`config.mk`:
```
export PLATFORM = sky130hd
export DESIGN_NAME = mem_stage_flat
export DESIGN_NICKNAME = d
export VERILOG_FILES = /design/src/rtl/mem_stage_if.sv /design/src/rtl/mem_stage.sv /design/src/flat_wrapper.sv
export SDC_FILE = /design/constraint.sdc
export NUM_CORES = 1
export LEC_CHECK = 0
export ABC_AREA = 1
export BUFFER_PORTS_ARGS = -buffer_cell sky130_fd_sc_hd__buf_2
export CORE_ASPECT_RATIO = 0.6
export CORE_MARGIN = 2
export CORE_UTILIZATION = 34
export CTS_CLUSTER_DIAMETER = 50
export DETAILED_ROUTE_END_ITERATION = 12
export PLACE_DENSITY = 0.57
export SLEW_MARGIN = 20
export SYNTH_ARGS = -nofsm -noshare
export SYNTH_HDL_FRONTEND = slang
export SYNTH_SLANG_ARGS = --single-unit
```
`constraint.sdc`:
```
create_clock -name clk_i -period 5.5 [get_ports clk_i]
set_input_delay 0.55 -clock clk_i [delete_from_list [all_inputs] [get_ports clk_i]]
set_output_delay 0.55 -clock clk_i [all_outputs]
set_load 0.02 [all_outputs]
```
`src/rtl/mem_stage_if.sv`:
```
// Data-memory request/response bus between the MEM stage (master) and data memory (slave).
interface mem_stage_if;
    logic        dmem_req;
    logic        dmem_we;
    logic [31:0] dmem_addr;
    logic [31:0] dmem_wdata;
    logic [3:0]  dmem_be;
    logic        dmem_ack;
    logic [31:0] dmem_rdata;

    modport master (
        output dmem_req, dmem_we, dmem_addr, dmem_wdata, dmem_be,
        input  dmem_ack, dmem_rdata
    );

    modport slave (
        input  dmem_req, dmem_we, dmem_addr, dmem_wdata, dmem_be,
        output dmem_ack, dmem_rdata
    );
endinterface

```
`src/rtl/mem_stage.sv`:
```
// Pipeline MEM stage: IDLE/REQ/DONE sequencer for loads and stores on a handshaked data bus.
// Optional MEM_TIMEOUT_EN adds a 256-cycle request timeout reported on mem_bus_err_o.
module mem_stage (
    input  logic        clk_i,
    input  logic        reset_i,
    input  logic        ex_valid_i,
    input  logic [31:0] ex_alu_result_i,
    input  logic [31:0] ex_store_data_i,
    input  logic        ex_mem_read_i,
    input  logic        ex_mem_write_i,
    input  logic [1:0]  ex_mem_size_i,
    input  logic        ex_mem_unsigned_i,
    input  logic [4:0]  ex_rd_i,
    input  logic        ex_reg_write_i,
    input  logic        ex_mem_to_reg_i,
    input  logic        ex_jal_i,
    input  logic [31:0] ex_pc_plus4_i,
    mem_stage_if.master dmem,
    output logic [31:0] mem_data_o,
    output logic [31:0] mem_alu_result_o,
    output logic [31:0] mem_pc_plus4_o,
    output logic [4:0]  mem_rd_o,
    output logic        mem_reg_write_o,
    output logic        mem_mem_to_reg_o,
    output logic        mem_jal_o,
    output logic        mem_stall_o,
    output logic        mem_misalign_o,
    output logic        mem_bus_err_o
);

    typedef enum logic [1:0] {
        S_IDLE = 2'd0,
        S_REQ  = 2'd1,
        S_DONE = 2'd2
    } state_e;

    function automatic logic [3:0] calc_be(input logic [1:0] size, input logic [1:0] off);
        case (size)
            2'b00:   calc_be = 4'b0001 << off;
            2'b01:   calc_be = off[1] ? 4'b1100 : 4'b0011;
            default: calc_be = 4'b1111;
        endcase
    endfunction

    function automatic logic [31:0] calc_wdata(input logic [1:0] size, input logic [31:0] data);
        case (size)
            2'b00:   calc_wdata = {4{data[7:0]}};
            2'b01:   calc_wdata = {2{data[15:0]}};
            default: calc_wdata = data;
        endcase
    endfunction

    // Shift the addressed lane down to bit 0, then zero- or sign-extend it.
    function automatic logic [31:0] extend_load(input logic [31:0] rdata, input logic [1:0] off,
                                                input logic [1:0] size, input logic uns);
        logic [31:0] lane;
        lane = rdata >> {off, 3'b000};
        case (size)
            2'b00:   extend_load = uns ? {24'd0, lane[7:0]}  : {{24{lane[7]}}, lane[7:0]};
            2'b01:   extend_load = uns ? {16'd0, lane[15:0]} : {{16{lane[15]}}, lane[15:0]};
            default: extend_load = rdata;
        endcase
    endfunction

    state_e      state_q, state_d;
    logic [31:0] addr_q, wdata_q, alu_q, pc_q, data_q;
    logic [3:0]  be_q;
    logic [1:0]  size_q;
    logic [4:0]  rd_q;
    logic        we_q, uns_q, rw_q, m2r_q, jal_q;

    logic        is_mem_s, misaligned_s, start_s, capture_s, timeout_s, err_s;
    logic        stall_s, misalign_s, req_s, rw_s, jal_s, m2r_s;
    logic [31:0] data_s, alu_s, pc_s;
    logic [4:0]  rd_s;

    assign is_mem_s     = ex_valid_i & (ex_mem_read_i | ex_mem_write_i);
    assign misaligned_s = ((ex_mem_size_i == 2'b01) & ex_alu_result_i[0]) |
                          (ex_mem_size_i[1] & (ex_alu_result_i[1:0] != 2'b00));

    // State register and transaction latches.
    always_ff @(posedge clk_i or posedge reset_i) begin
        if (reset_i) begin
            state_q <= S_IDLE;
            addr_q  <= 32'd0;
            wdata_q <= 32'd0;
            alu_q   <= 32'd0;
            pc_q    <= 32'd0;
            data_q  <= 32'd0;
            be_q    <= 4'd0;
            size_q  <= 2'd0;
            rd_q    <= 5'd0;
            we_q    <= 1'b0;
            uns_q   <= 1'b0;
            rw_q    <= 1'b0;
            m2r_q   <= 1'b0;
            jal_q   <= 1'b0;
        end else begin
            state_q <= state_d;
            if (start_s) begin
                addr_q  <= ex_alu_result_i;
                wdata_q <= calc_wdata(ex_mem_size_i, ex_store_data_i);
                be_q    <= calc_be(ex_mem_size_i, ex_alu_result_i[1:0]);
                alu_q   <= ex_alu_result_i;
                pc_q    <= ex_pc_plus4_i;
                size_q  <= ex_mem_size_i;
                rd_q    <= ex_rd_i;
                we_q    <= ex_mem_write_i;
                uns_q   <= ex_mem_unsigned_i;
                rw_q    <= ex_reg_write_i;
                m2r_q   <= ex_mem_to_reg_i;
                jal_q   <= ex_jal_i;
                data_q  <= 32'd0;
            end
            if (capture_s) begin
                data_q <= we_q ? 32'd0 : extend_load(dmem.dmem_rdata, addr_q[1:0], size_q, uns_q);
            end
        end
    end

`ifdef MEM_TIMEOUT_EN
    logic [7:0] wait_cnt_q;
    logic       err_q;

    // Count unacknowledged REQ cycles; the 256th one without ack aborts the access.
    always_ff @(posedge clk_i or posedge reset_i) begin
        if (reset_i) begin
            wait_cnt_q <= 8'd0;
            err_q      <= 1'b0;
        end else if (start_s) begin
            wait_cnt_q <= 8'd0;
            err_q      <= 1'b0;
        end else if ((state_q == S_REQ) && !dmem.dmem_ack) begin
            if (wait_cnt_q == 8'hFF) begin
                err_q <= 1'b1;
            end else begin
                wait_cnt_q <= wait_cnt_q + 8'd1;
            end
        end
    end

    assign timeout_s     = (wait_cnt_q == 8'hFF);
    assign err_s         = err_q;
    assign mem_bus_err_o = (state_q == S_DONE) & err_q & ~reset_i;
`else
    assign timeout_s     = 1'b0;
    assign err_s         = 1'b0;
    assign mem_bus_err_o = 1'b0;
`endif

    // Next state and MEM/WB-facing outputs; pass-through unless a memory access is in flight.
    always_comb begin
        state_d   = state_q;
        start_s   = 1'b0;
        capture_s = 1'b0;
        stall_s   = 1'b0;
        misalign_s = 1'b0;
        req_s     = 1'b0;
        data_s    = 32'd0;
        alu_s     = ex_alu_result_i;
        pc_s      = ex_pc_plus4_i;
        rd_s      = ex_rd_i;
        m2r_s     = ex_mem_to_reg_i;
        rw_s      = ex_valid_i & ex_reg_write_i;
        jal_s     = ex_valid_i & ex_jal_i;
        case (state_q)
            S_IDLE: begin
                if (is_mem_s) begin
                    rw_s  = 1'b0;
                    jal_s = 1'b0;
                    if (misaligned_s) begin
                        misalign_s = 1'b1;
                    end else begin
                        stall_s = 1'b1;
                        start_s = 1'b1;
                        state_d = S_REQ;
                    end
                end else begin
                    state_d = S_IDLE;
                end
            end
            S_REQ: begin
                req_s   = 1'b1;
                stall_s = 1'b1;
                rw_s    = 1'b0;
                jal_s   = 1'b0;
                alu_s   = alu_q;
                pc_s    = pc_q;
                rd_s    = rd_q;
                m2r_s   = m2r_q;
                if (dmem.dmem_ack) begin
                    capture_s = 1'b1;
                    state_d   = S_DONE;
                end else if (timeout_s) begin
                    state_d = S_DONE;
                end else begin
                    state_d = S_REQ;
                end
            end
            S_DONE: begin
                alu_s   = alu_q;
                pc_s    = pc_q;
                rd_s    = rd_q;
                m2r_s   = m2r_q;
                rw_s    = rw_q & ~err_s;
                jal_s   = jal_q;
                data_s  = data_q;
                state_d = S_IDLE;
            end
            default: begin
                state_d = S_IDLE;
            end
        endcase
    end

    // Handshake and error outputs drop asynchronously while reset is held.
    assign mem_stall_o    = stall_s & ~reset_i;
    assign mem_misalign_o = misalign_s & ~reset_i;
    assign dmem.dmem_req  = req_s & ~reset_i;
    assign dmem.dmem_we   = we_q;
    assign dmem.dmem_addr = {addr_q[31:2], 2'b00};
    assign dmem.dmem_wdata = wdata_q;
    assign dmem.dmem_be   = be_q;

    assign mem_data_o       = data_s;
    assign mem_alu_result_o = alu_s;
    assign mem_pc_plus4_o   = pc_s;
    assign mem_rd_o         = rd_s;
    assign mem_reg_write_o  = rw_s;
    assign mem_mem_to_reg_o = m2r_s;
    assign mem_jal_o        = jal_s;

endmodule
```
`src/flat_wrapper.sv`:
```
// flat-port wrapper written by rule: the top's interface ports become plain ports
module mem_stage_flat 
  (clk_i, reset_i, ex_valid_i, ex_alu_result_i, ex_store_data_i, ex_mem_read_i, ex_mem_write_i, ex_mem_size_i, ex_mem_unsigned_i, ex_rd_i, ex_reg_write_i, ex_mem_to_reg_i, ex_jal_i, ex_pc_plus4_i, mem_data_o, mem_alu_result_o, mem_pc_plus4_o, mem_rd_o, mem_reg_write_o, mem_mem_to_reg_o, mem_jal_o, mem_stall_o, mem_misalign_o, mem_bus_err_o, dmem_dmem_req, dmem_dmem_we, dmem_dmem_addr, dmem_dmem_wdata, dmem_dmem_be, dmem_dmem_ack, dmem_dmem_rdata);
  mem_stage_if dmem_i ();
  input  logic clk_i;
  input  logic reset_i;
  input  logic ex_valid_i;
  input  logic [31:0] ex_alu_result_i;
  input  logic [31:0] ex_store_data_i;
  input  logic ex_mem_read_i;
  input  logic ex_mem_write_i;
  input  logic [1:0] ex_mem_size_i;
  input  logic ex_mem_unsigned_i;
  input  logic [4:0] ex_rd_i;
  input  logic ex_reg_write_i;
  input  logic ex_mem_to_reg_i;
  input  logic ex_jal_i;
  input  logic [31:0] ex_pc_plus4_i;
  output logic [31:0] mem_data_o;
  output logic [31:0] mem_alu_result_o;
  output logic [31:0] mem_pc_plus4_o;
  output logic [4:0] mem_rd_o;
  output logic mem_reg_write_o;
  output logic mem_mem_to_reg_o;
  output logic mem_jal_o;
  output logic mem_stall_o;
  output logic mem_misalign_o;
  output logic mem_bus_err_o;
  output wire logic [$bits(dmem_i.dmem_req)-1:0] dmem_dmem_req;
  output wire logic [$bits(dmem_i.dmem_we)-1:0] dmem_dmem_we;
  output wire logic [$bits(dmem_i.dmem_addr)-1:0] dmem_dmem_addr;
  output wire logic [$bits(dmem_i.dmem_wdata)-1:0] dmem_dmem_wdata;
  output wire logic [$bits(dmem_i.dmem_be)-1:0] dmem_dmem_be;
  input wire logic [$bits(dmem_i.dmem_ack)-1:0] dmem_dmem_ack;
  input wire logic [$bits(dmem_i.dmem_rdata)-1:0] dmem_dmem_rdata;
  assign dmem_dmem_req = dmem_i.dmem_req;
  assign dmem_dmem_we = dmem_i.dmem_we;
  assign dmem_dmem_addr = dmem_i.dmem_addr;
  assign dmem_dmem_wdata = dmem_i.dmem_wdata;
  assign dmem_dmem_be = dmem_i.dmem_be;
  assign dmem_i.dmem_ack = dmem_dmem_ack;
  assign dmem_i.dmem_rdata = dmem_dmem_rdata;
  mem_stage u_core (.clk_i(clk_i), .reset_i(reset_i), .ex_valid_i(ex_valid_i), .ex_alu_result_i(ex_alu_result_i), .ex_store_data_i(ex_store_data_i), .ex_mem_read_i(ex_mem_read_i), .ex_mem_write_i(ex_mem_write_i), .ex_mem_size_i(ex_mem_size_i), .ex_mem_unsigned_i(ex_mem_unsigned_i), .ex_rd_i(ex_rd_i), .ex_reg_write_i(ex_reg_write_i), .ex_mem_to_reg_i(ex_mem_to_reg_i), .ex_jal_i(ex_jal_i), .ex_pc_plus4_i(ex_pc_plus4_i), .dmem(dmem_i), .mem_data_o(mem_data_o), .mem_alu_result_o(mem_alu_result_o), .mem_pc_plus4_o(mem_pc_plus4_o), .mem_rd_o(mem_rd_o), .mem_reg_write_o(mem_reg_write_o), .mem_mem_to_reg_o(mem_mem_to_reg_o), .mem_jal_o(mem_jal_o), .mem_stall_o(mem_stall_o), .mem_misalign_o(mem_misalign_o), .mem_bus_err_o(mem_bus_err_o));
endmodule
```
Word-level counts from Yosys, hierarchy flattened
Index checks and enable logic that the tools add are counted.
{ "totals": {"regBits": 146, "inputBits": 145, "out_inout_bits": 177, "word_cells": 69} }
{ "classes": {"n_eq_ne": 5, "shift": 2, "n_mux": 32, "n_bitwise": 11, "n_reduce_logical": 6} }
{ "ops": {"columns": ["cell", "count"], "rows": [
  ["$mux W32", 8],
  ["$pmux W32 S2", 2],
  ["$shr A32 B5 Y16", 1],
  ["$mux W1", 12],
  ["$and A1 B1 Y1", 8],
  ["$pmux W4 S2", 1],
  ["$eq A2 B1 Y1 const B", 3],
  ["$logic_not A2 Y1", 3],
  ["$mux W2", 3],
  ["$pmux W1 S3", 2],
  ["$mux W5", 1],
  ["$mux W4", 1],
  ["$pmux W2 S2", 1],
  ["$reduce_bool A2 Y1", 2],
  ["$shl A1 B2 Y4 const A", 1],
  ["$ne A3 B3 Y1 const B", 1],
  ["$eq A2 B2 Y1 const B", 1],
  ["$or A1 B1 Y1", 2],
  ["$pmux W1 S2", 1],
  ["$reduce_or A2 Y1", 1],
  ["$not A1 Y1", 1]
]} }

Longest topological paths before layout
Gate-level depths: netlist of the first run.
{ "logic_depth": {"depth_word": 8, "ltp_mapped": 11, "ltp_nobuf": 9} }

Least setup slack after synthesis of the first run
Ideal clock, no wire load.
{ "synth_path": {"path_type": "input port to output port", "start": "input ex_mem_size_i[0]", "end": "output mem_stall_o", "arrival_ns": 1.757, "t_required_ns": 4.950, "setup_slack_ns": 3.193, "cell_stages": 9, "n_path_buf": 4, "cell_sequence": "buf_2 > nor2_8 > a21oi_2 > inv_2 > nand2_2 > buf_6 > buf_6 > buf_6 > a21oi_1"} }
{ "synth_between": {"elab_chain_len": 7} }
{ "synth_lines": {"columns": ["element", "line", "rtl"], "rows": [
  ["start, declared", "flat_wrapper.sv:12", "input logic [1:0] ex_mem_size_i;"],
  ["$eq A2 B1 Y1", "mem_stage.sv:78", "assign misaligned_s = ((ex_mem_size_i == 2'b01) & ex_alu_result_i[0]) |"],
  ["$and A1 B1 Y1", "mem_stage.sv:78", null],
  ["$or A1 B1 Y1", "mem_stage.sv:78", null],
  ["$mux W1", "mem_stage.sv:171", "if (misaligned_s) begin"],
  ["$mux W1", "mem_stage.sv:168", "if (is_mem_s) begin"],
  ["$pmux W1 S2", "mem_stage.sv:166", "case (state_q)"],
  ["$and A1 B1 Y1", "mem_stage.sv:217", "assign mem_stall_o = stall_s & ~reset_i;"],
  ["end, declared", "flat_wrapper.sv:26", "output logic mem_stall_o;"]
]} }
No other way between the ends.

Final worst setup path of the first run
{ "layout_path": {"start": "register u_core.state_q[0]", "end": "output mem_stall_o"} }
{ "layout_between": {"elab_chain_len": 3, "word_cells_on_any_way": 4, "cone_classes": "eq/ne (1); mux (1); bitwise (1); reduce/logical (1)"} }
{ "layout_lines": {"columns": ["element", "line", "rtl"], "rows": [
  ["start, declared", "mem_stage.sv:65", "state_e state_q, state_d;"],
  ["start signal, assigned", "mem_stage.sv:99", "state_q <= state_d;"],
  ["$eq A2 B1 Y1 / $logic_not A2 Y1 (equally long branches)", "mem_stage.sv:166", null],
  ["$pmux W1 S2 (*)", "mem_stage.sv:166", null],
  ["$and A1 B1 Y1 (*)", "mem_stage.sv:217", null]
]} }
Mark *: on every way between the ends. The rest lies on a longest branch, timed or not.

==> out/results.ini, run 1 <==
[cts]
cts_setup_buffers = 0
cts_max_level = 4
cts_root_buffer = clkbuf_16
clock_latency_ns = 0.42
tritoncts = built
clock-sinks = 146
cts_resized = 0
cts_buffers = 17
cts_hold_buf = 0
path_clk_slew_ns = 0.06
clk_path_buf_depth = 2

[global_routing]
antenna_found_initial = 0
gr-usage-all-layers_pct = 19.2
grt_overflow_total = 0
grt_pass1_vias = 6756
grt_start_max_net_pins = 192
grt_pass1_wl_mm = 37.3

[routing]
remaining_drc_errors = 0
wl_mm = 24.3
met2_length_mm = 9.70
drtIter0Drc = 558
num_vias = 7721
topRoutingLayerUsed = met4
antenna_left = 0
viasPerCell = 4.57
wl_met3_mm = 2.29
wl_met1_mm = 12.1
first_pass_iters = 5
avgRoutedWirePerCell_um = 14.4

[sta]
fmax_mhz = 290
rsz0062_at_grt = no
final.setup_skew_ns = 0.00619
setup_viol = 0
slew_headroom_pct = 22.5
slew_viol_final = 0
fin_crit_ns = 3.44
tightest_slew_ns = 1.16
finalHoldViolations = 0
period_share_pct = 62.6
finalSetupTns_ns = 0

[floorplanning]
initial_core_util_pct = 34.7
io_pins = 322
num_rows = 43
die_height_um = 123
core_um2 = 23100
die-area_um2 = 24900
dieWidth_um = 202

[place]
postPlaceCellArea_um2 = 9440
place_congestion = 0.904
port_buffers = 318
dpl.hpwl_mm = 17.4

[outcome]
status = complete, no violations

[synth]
yosysMostFrequentCell = nand2_1
yosys-top-cells-area = dfrtp_1 (46%), nand2_1 (19%), o21ai_0 (9.5%)
synthCells = 1115
async_flop_share_pct = 100
synth_top_area_cell = dfrtp_1
ys_types = 28
yosysTopAreaCellShare_pct = 45.5
ys_top_cells_by_count = nand2_1 (405), o21ai_0 (152), dfrtp_1 (146)
yosysSeqAreaShare_pct = 45.5
ys_warn_count = 0
synth_area_um2 = 8020
synth_edf_count = 0
syn_avg_cell_area_um2 = 7.20
ys_ff_latch = 146
ys.flop_type = dfrtp_1

[pwr]
powerDensity_nw_per_um2 = 499
ir_drop_mv = 0.226
p_leak_nw = 5.81

[hold_path]
worstHoldPathType = in -> reg

[layout]
multi_input_area_um2 = 3230
seq_area_um2 = 3650
fill_cells = 2460
synthToLayoutAreaGrowth_pct = 24.8
fin_area_um2 = 10000
drive_gt1_share_pct = 26.5
layout.nets = 1509

[setup_path]
worstPathMaxFanout = 191
cp.required_ns = 4.95
cp-end-kind = output port
worstSetupPathType = reg -> out
cp-start-kind = flop
cp_data_arrival_time_ns = 2.89

[run]
max_cap_viol_count = 0

-- area by class of cell --
class                           count  area share [%]
Clock buffer                       23            4.67
Sequential cell                   146            36.5
Antenna cell                        1          0.0250
Tap cell                          315            3.94
Inverter                          144            5.47
Clock inverter                      9            1.06
Timing Repair Buffer              321            16.1
Multi-Input combinational cell    730            32.2
-- registers in the layout (all words and copies together), names as in the netlist --
signal,flops
u_core.addr_q,32
u_core.data_q,32
u_core.dmem.dmem_be,4
u_core.dmem.dmem_wdata,32
u_core.dmem.dmem_we,1
u_core.jal_q,1
u_core.m2r_q,1
u_core.pc_q,32
u_core.rd_q,5
u_core.rw_q,1
u_core.size_q,2
u_core.state_q,2
u_core.uns_q,1
-- kinds of logic after synthesis --
kind of cell    Yosys count  synth area share [%]
simple gates            483                  23.7
buf+inv                 241                  14.7
compound gates          240                  15.4
flops                   146                  45.5
fa+ha+maj                 4                 0.624
other cells               1                0.0467
-- worst paths after layout --
path                                           start                   endpoint  slack, ns  cells after the start
max                                u_core.state_q[0]                mem_stall_o       2.06                      7
min                                    dmem_dmem_ack          u_core.state_q[0]       0.33                      2
max reg2reg                        u_core.state_q[0]           u_core.data_q[0]       2.66                      9
min reg2reg                u_core.dmem.dmem_wdata[1]  u_core.dmem.dmem_wdata[1]       0.48                      2
max in group asynchronous                    reset_i            u_core.pc_q[11]       3.93                      3
min in group asynchronous                    reset_i           u_core.addr_q[0]       0.38                      2
-- where the power goes --
part           internal [mW]  switching, mW  total [mW]
Combinational          0.655           1.39        2.04
Sequential              1.49          0.315        1.80
Clock                  0.690          0.463        1.15
Total                   2.83           2.16        4.99
-- metrics by stage --
stage / util, % / worst slack, ns / hold slack [ns] / power (mW) / cells
floorplan: - / 1.03 / 0.449 / 3.26 / 1117
global placement: 40.8 / 2.18 / 0.457 / 3.84 / 1656
detailed placement: 40.8 / 2.15 / 0.460 / 3.86 / 1656
CTS: 43.3 / 2.06 / 0.303 / 5.04 / 1688
global route: 43.3 / 1.80 / 0.324 / 5.34 / 1688
finish: 43.3 / 2.06 / 0.330 / 4.99 / 1689
-- critical path, stage by stage (launching register included) --
cell,delay [ns]
dfrtp_1,0.42
inv_1,0.13
ha_4,0.15
inv_1,0.03
nor2_1,0.46
nand2_8,0.51
a21oi_1,0.34
buf_2,0.19
-- routing by layer --
metal / GRT usage [%] / up-vias
met5: 0 / -
met4: 5.47 / 0
met3: 5.75 / 22
met2: 26.2 / 308
met1: 29.0 / 3471
li1: - / 3920
-- layout by cell type (no fill, tap or decap) --
cell          n
nand3_1      36
bufinv_16     2
o21ai_0     152
nand2_1     405
a21oi_2       1
nor2_8        2
buf_2       318
diode_2       1
nor3_1        1
clkinvlp_4    3
a21oi_4       1
ha_4          1
o22ai_1       6
o21ai_1      25
inv_1       137
dfrtp_1     146
inv_4         1
clkbuf_8      2
ha_1          3
a21oi_1      50
clkinv_2      3
o21a_1        3
clkbuf_1      4
nor2_2        2
o21bai_1      1
clkinv_1      2
nand2_8       1
conb_1        3
inv_2         3
nor2_1       34
or2_2         1
buf_4         3
o31ai_1       1
clkbuf_16    17
nand2_2       1
inv_6         1
clkinv_4      1
Power figures use the tool's default switching activity.
==> run 2, diff against run 1 <==
- clock period: 5.5 -> 3.4 ns (I/O delays scaled with it)
==> run 2 against run 1 <==
  * Worst hold slack lost 0.22 ns
  * Clock-buffer cell count shrank 4
  * Utilization grew 0.55 points
  * Cell count grew 0.53%
  * Highest routed layer is now met5
  * Wire length grew 2.9%
  * Sequential share of layout area shrank 0.45 points
  * Largest power group unchanged
  * Sequential power grew 57%
  * Clock skew is essentially flat
  * Global-route usage grew 0.91 points
  * Setup slack lost 1.4 ns
==> out/results.ini, run 2 (synthesis results as in run 1) <==
[floorplanning]
initial_core_util_pct = 34.7  ; unchanged
core_um2 = 23100  ; unchanged
die-area_um2 = 24900  ; unchanged
dieWidth_um = 202  ; unchanged
io_pins = 322  ; unchanged
num_rows = 43  ; unchanged
die_height_um = 123  ; unchanged

[sta]
final.setup_skew_ns = 0.00613  ; -0.0000567 ns
holdWs_ns = 0.110  ; -0.220 ns
period_share_pct = 81.6
slew_headroom_pct = 38.8  ; +16 points
finalSetupTns_ns = 0  ; unchanged
rsz0062_at_grt = no
fin_crit_ns = 2.77
tightest_slew_ns = 0.917  ; -0.246 ns
slew_viol_final = 0  ; unchanged
finalHoldViolations = 0  ; unchanged
fmax_mhz = 360
setup_viol = 0  ; unchanged

[cts]
clock-sinks = 146  ; unchanged
cts_max_level = 4  ; unchanged
tritoncts = built
cts_buffers = 17  ; unchanged
cts_setup_buffers = 0  ; unchanged
path_clk_slew_ns = 0.06  ; about the same
cts_resized = 0  ; unchanged
clock_latency_ns = 0.42  ; about the same
clk_path_buf_depth = 2  ; unchanged
cts_root_buffer = clkbuf_16
cts_hold_buf = 0  ; unchanged

[routing]
viasPerCell = 4.61  ; +0.76%
avgRoutedWirePerCell_um = 14.7  ; +2.3%
antenna_left = 0  ; unchanged
wl_mm = 25.0  ; +2.9%
drtIter0Drc = 652  ; +17%
remaining_drc_errors = 0  ; unchanged
num_vias = 7821  ; +1.3%
first_pass_iters = 5  ; unchanged

[layout]
drive_gt1_share_pct = 27.0  ; +0.52 points
synthToLayoutAreaGrowth_pct = 26.4
final_cell_mix = nand2_1 (405), buf_2 (318), o21ai_0 (152), dfrtp_1 (146), inv_1 (137)
multi_input_area_um2 = 3230  ; unchanged
fill_cells = 2411  ; -2.0%
final_common_cell = nand2_1
seq_area_um2 = 3650  ; unchanged
final_cells = 1698  ; +0.53%
layout.nets = 1516  ; +0.46%

[place]
placed_cells = 1663  ; +0.42%
place_congestion = 0.895  ; -0.99%
dpl.hpwl_mm = 18.5  ; +6.1%
port_buffers = 318  ; unchanged

[global_routing]
grt_pass1_wl_mm = 39.0  ; +4.6%
grt_overflow_total = 0  ; unchanged
grt_start_max_net_pins = 126  ; -34%
grt_pass1_vias = 6966  ; +3.1%
antenna_found_initial = 4  ; +4
gr-usage-all-layers_pct = 20.1  ; +0.91 points

[outcome]
status = complete, no violations

[pwr]
ir_drop_mv = 0.373  ; +65%
powerDensity_nw_per_um2 = 808  ; +62%
p_leak_nw = 5.87  ; +0.94%
totalPowerFinal_mw = 8.20  ; +64%

[setup_path]
worstSetupPathType = reg -> out
cp-start-kind = flop
worstPathMaxFanout = 67  ; -65%
cp.required_ns = 3.06  ; -1.89 ns
cp-end-kind = output port
cp_data_arrival_time_ns = 2.43  ; -0.46 ns

[run]
max_cap_viol_count = 0  ; unchanged

[hold_path]
worstHoldPathType = in -> reg

==> run 2: changes by cell type in the layout (fill, tap and decap cells not counted), moves of 2 or more <==
cell,before,now
diode_2,1,3
clkbuf_8,2,0
clkbuf_1,4,2
buf_12,0,4
buf_4,3,6
clkinvlp_4,3,5
==> run 2: final cells by class <==
class	count	share of cell area (%)
sequential	146	36.0
clock inverter	13	1.59
clock buffer	19	4.27
multi-input combinational	730	31.8
antenna	3	0.0740
timing repair buffer	328	16.9
tap	315	3.89
inverter	144	5.39
==> run 2: per-layer routing <==
metal,wire length [um],share of wire [%],track usage [%],vias to the layer above
met1,12100,48,29.5,3553
met3,2430,9.7,7.75,27
met5,44,0.18,0,-
met2,10100,40,27.4,304
li1,-,-,-,3931
met4,346,1.4,5.20,6
==> run 2: path summary, 6_finish.rpt <==
check                      cells after the start                 startpoint                         to  slack [ns]
setup / recovery                               7          u_core.state_q[0]                mem_stall_o        0.63
hold / removal                                 2              dmem_dmem_ack          u_core.state_q[0]        0.11
setup reg to reg                               9          u_core.state_q[0]          u_core.data_q[16]        0.94
hold reg to reg                                2  u_core.dmem.dmem_wdata[6]  u_core.dmem.dmem_wdata[6]        0.47
max in group asynchronous                      3                    reset_i          u_core.addr_q[14]        2.40
min in group asynchronous                      2                    reset_i           u_core.size_q[0]        0.15
==> run 2: power breakdown <==
group / leakage [nW] / internal (mW) / switching, mW
Clock: 0.279 / 1.15 / 0.774
Sequential: 1.84 / 2.40 / 0.428
Combinational: 3.75 / 1.09 / 2.34
Total: 5.87 / 4.65 / 3.55
==> run 2: worst max-delay path: stages, from the launching register on <==
cell     delay, ns
dfrtp_1       0.41
inv_1         0.13
ha_4          0.14
inv_1         0.03
nor2_1        0.46
nand2_8       0.34
a21oi_1       0.29
buf_2         0.20
==> run 2: stage by stage <==
| stage | instance area, um^2 | setup slack (ns) | utilization (%) |
|---|---|---|---|
| after floorplan | 8040 | 1.23 | - |
| after global placement | 9540 | 0.942 | 41.2 |
| after detailed placement | 9540 | 0.901 | 41.2 |
| after CTS | 10100 | 0.577 | 43.8 |
| after global routing | 10100 | 0.485 | 43.8 |
| final | 10100 | 0.626 | 43.8 |
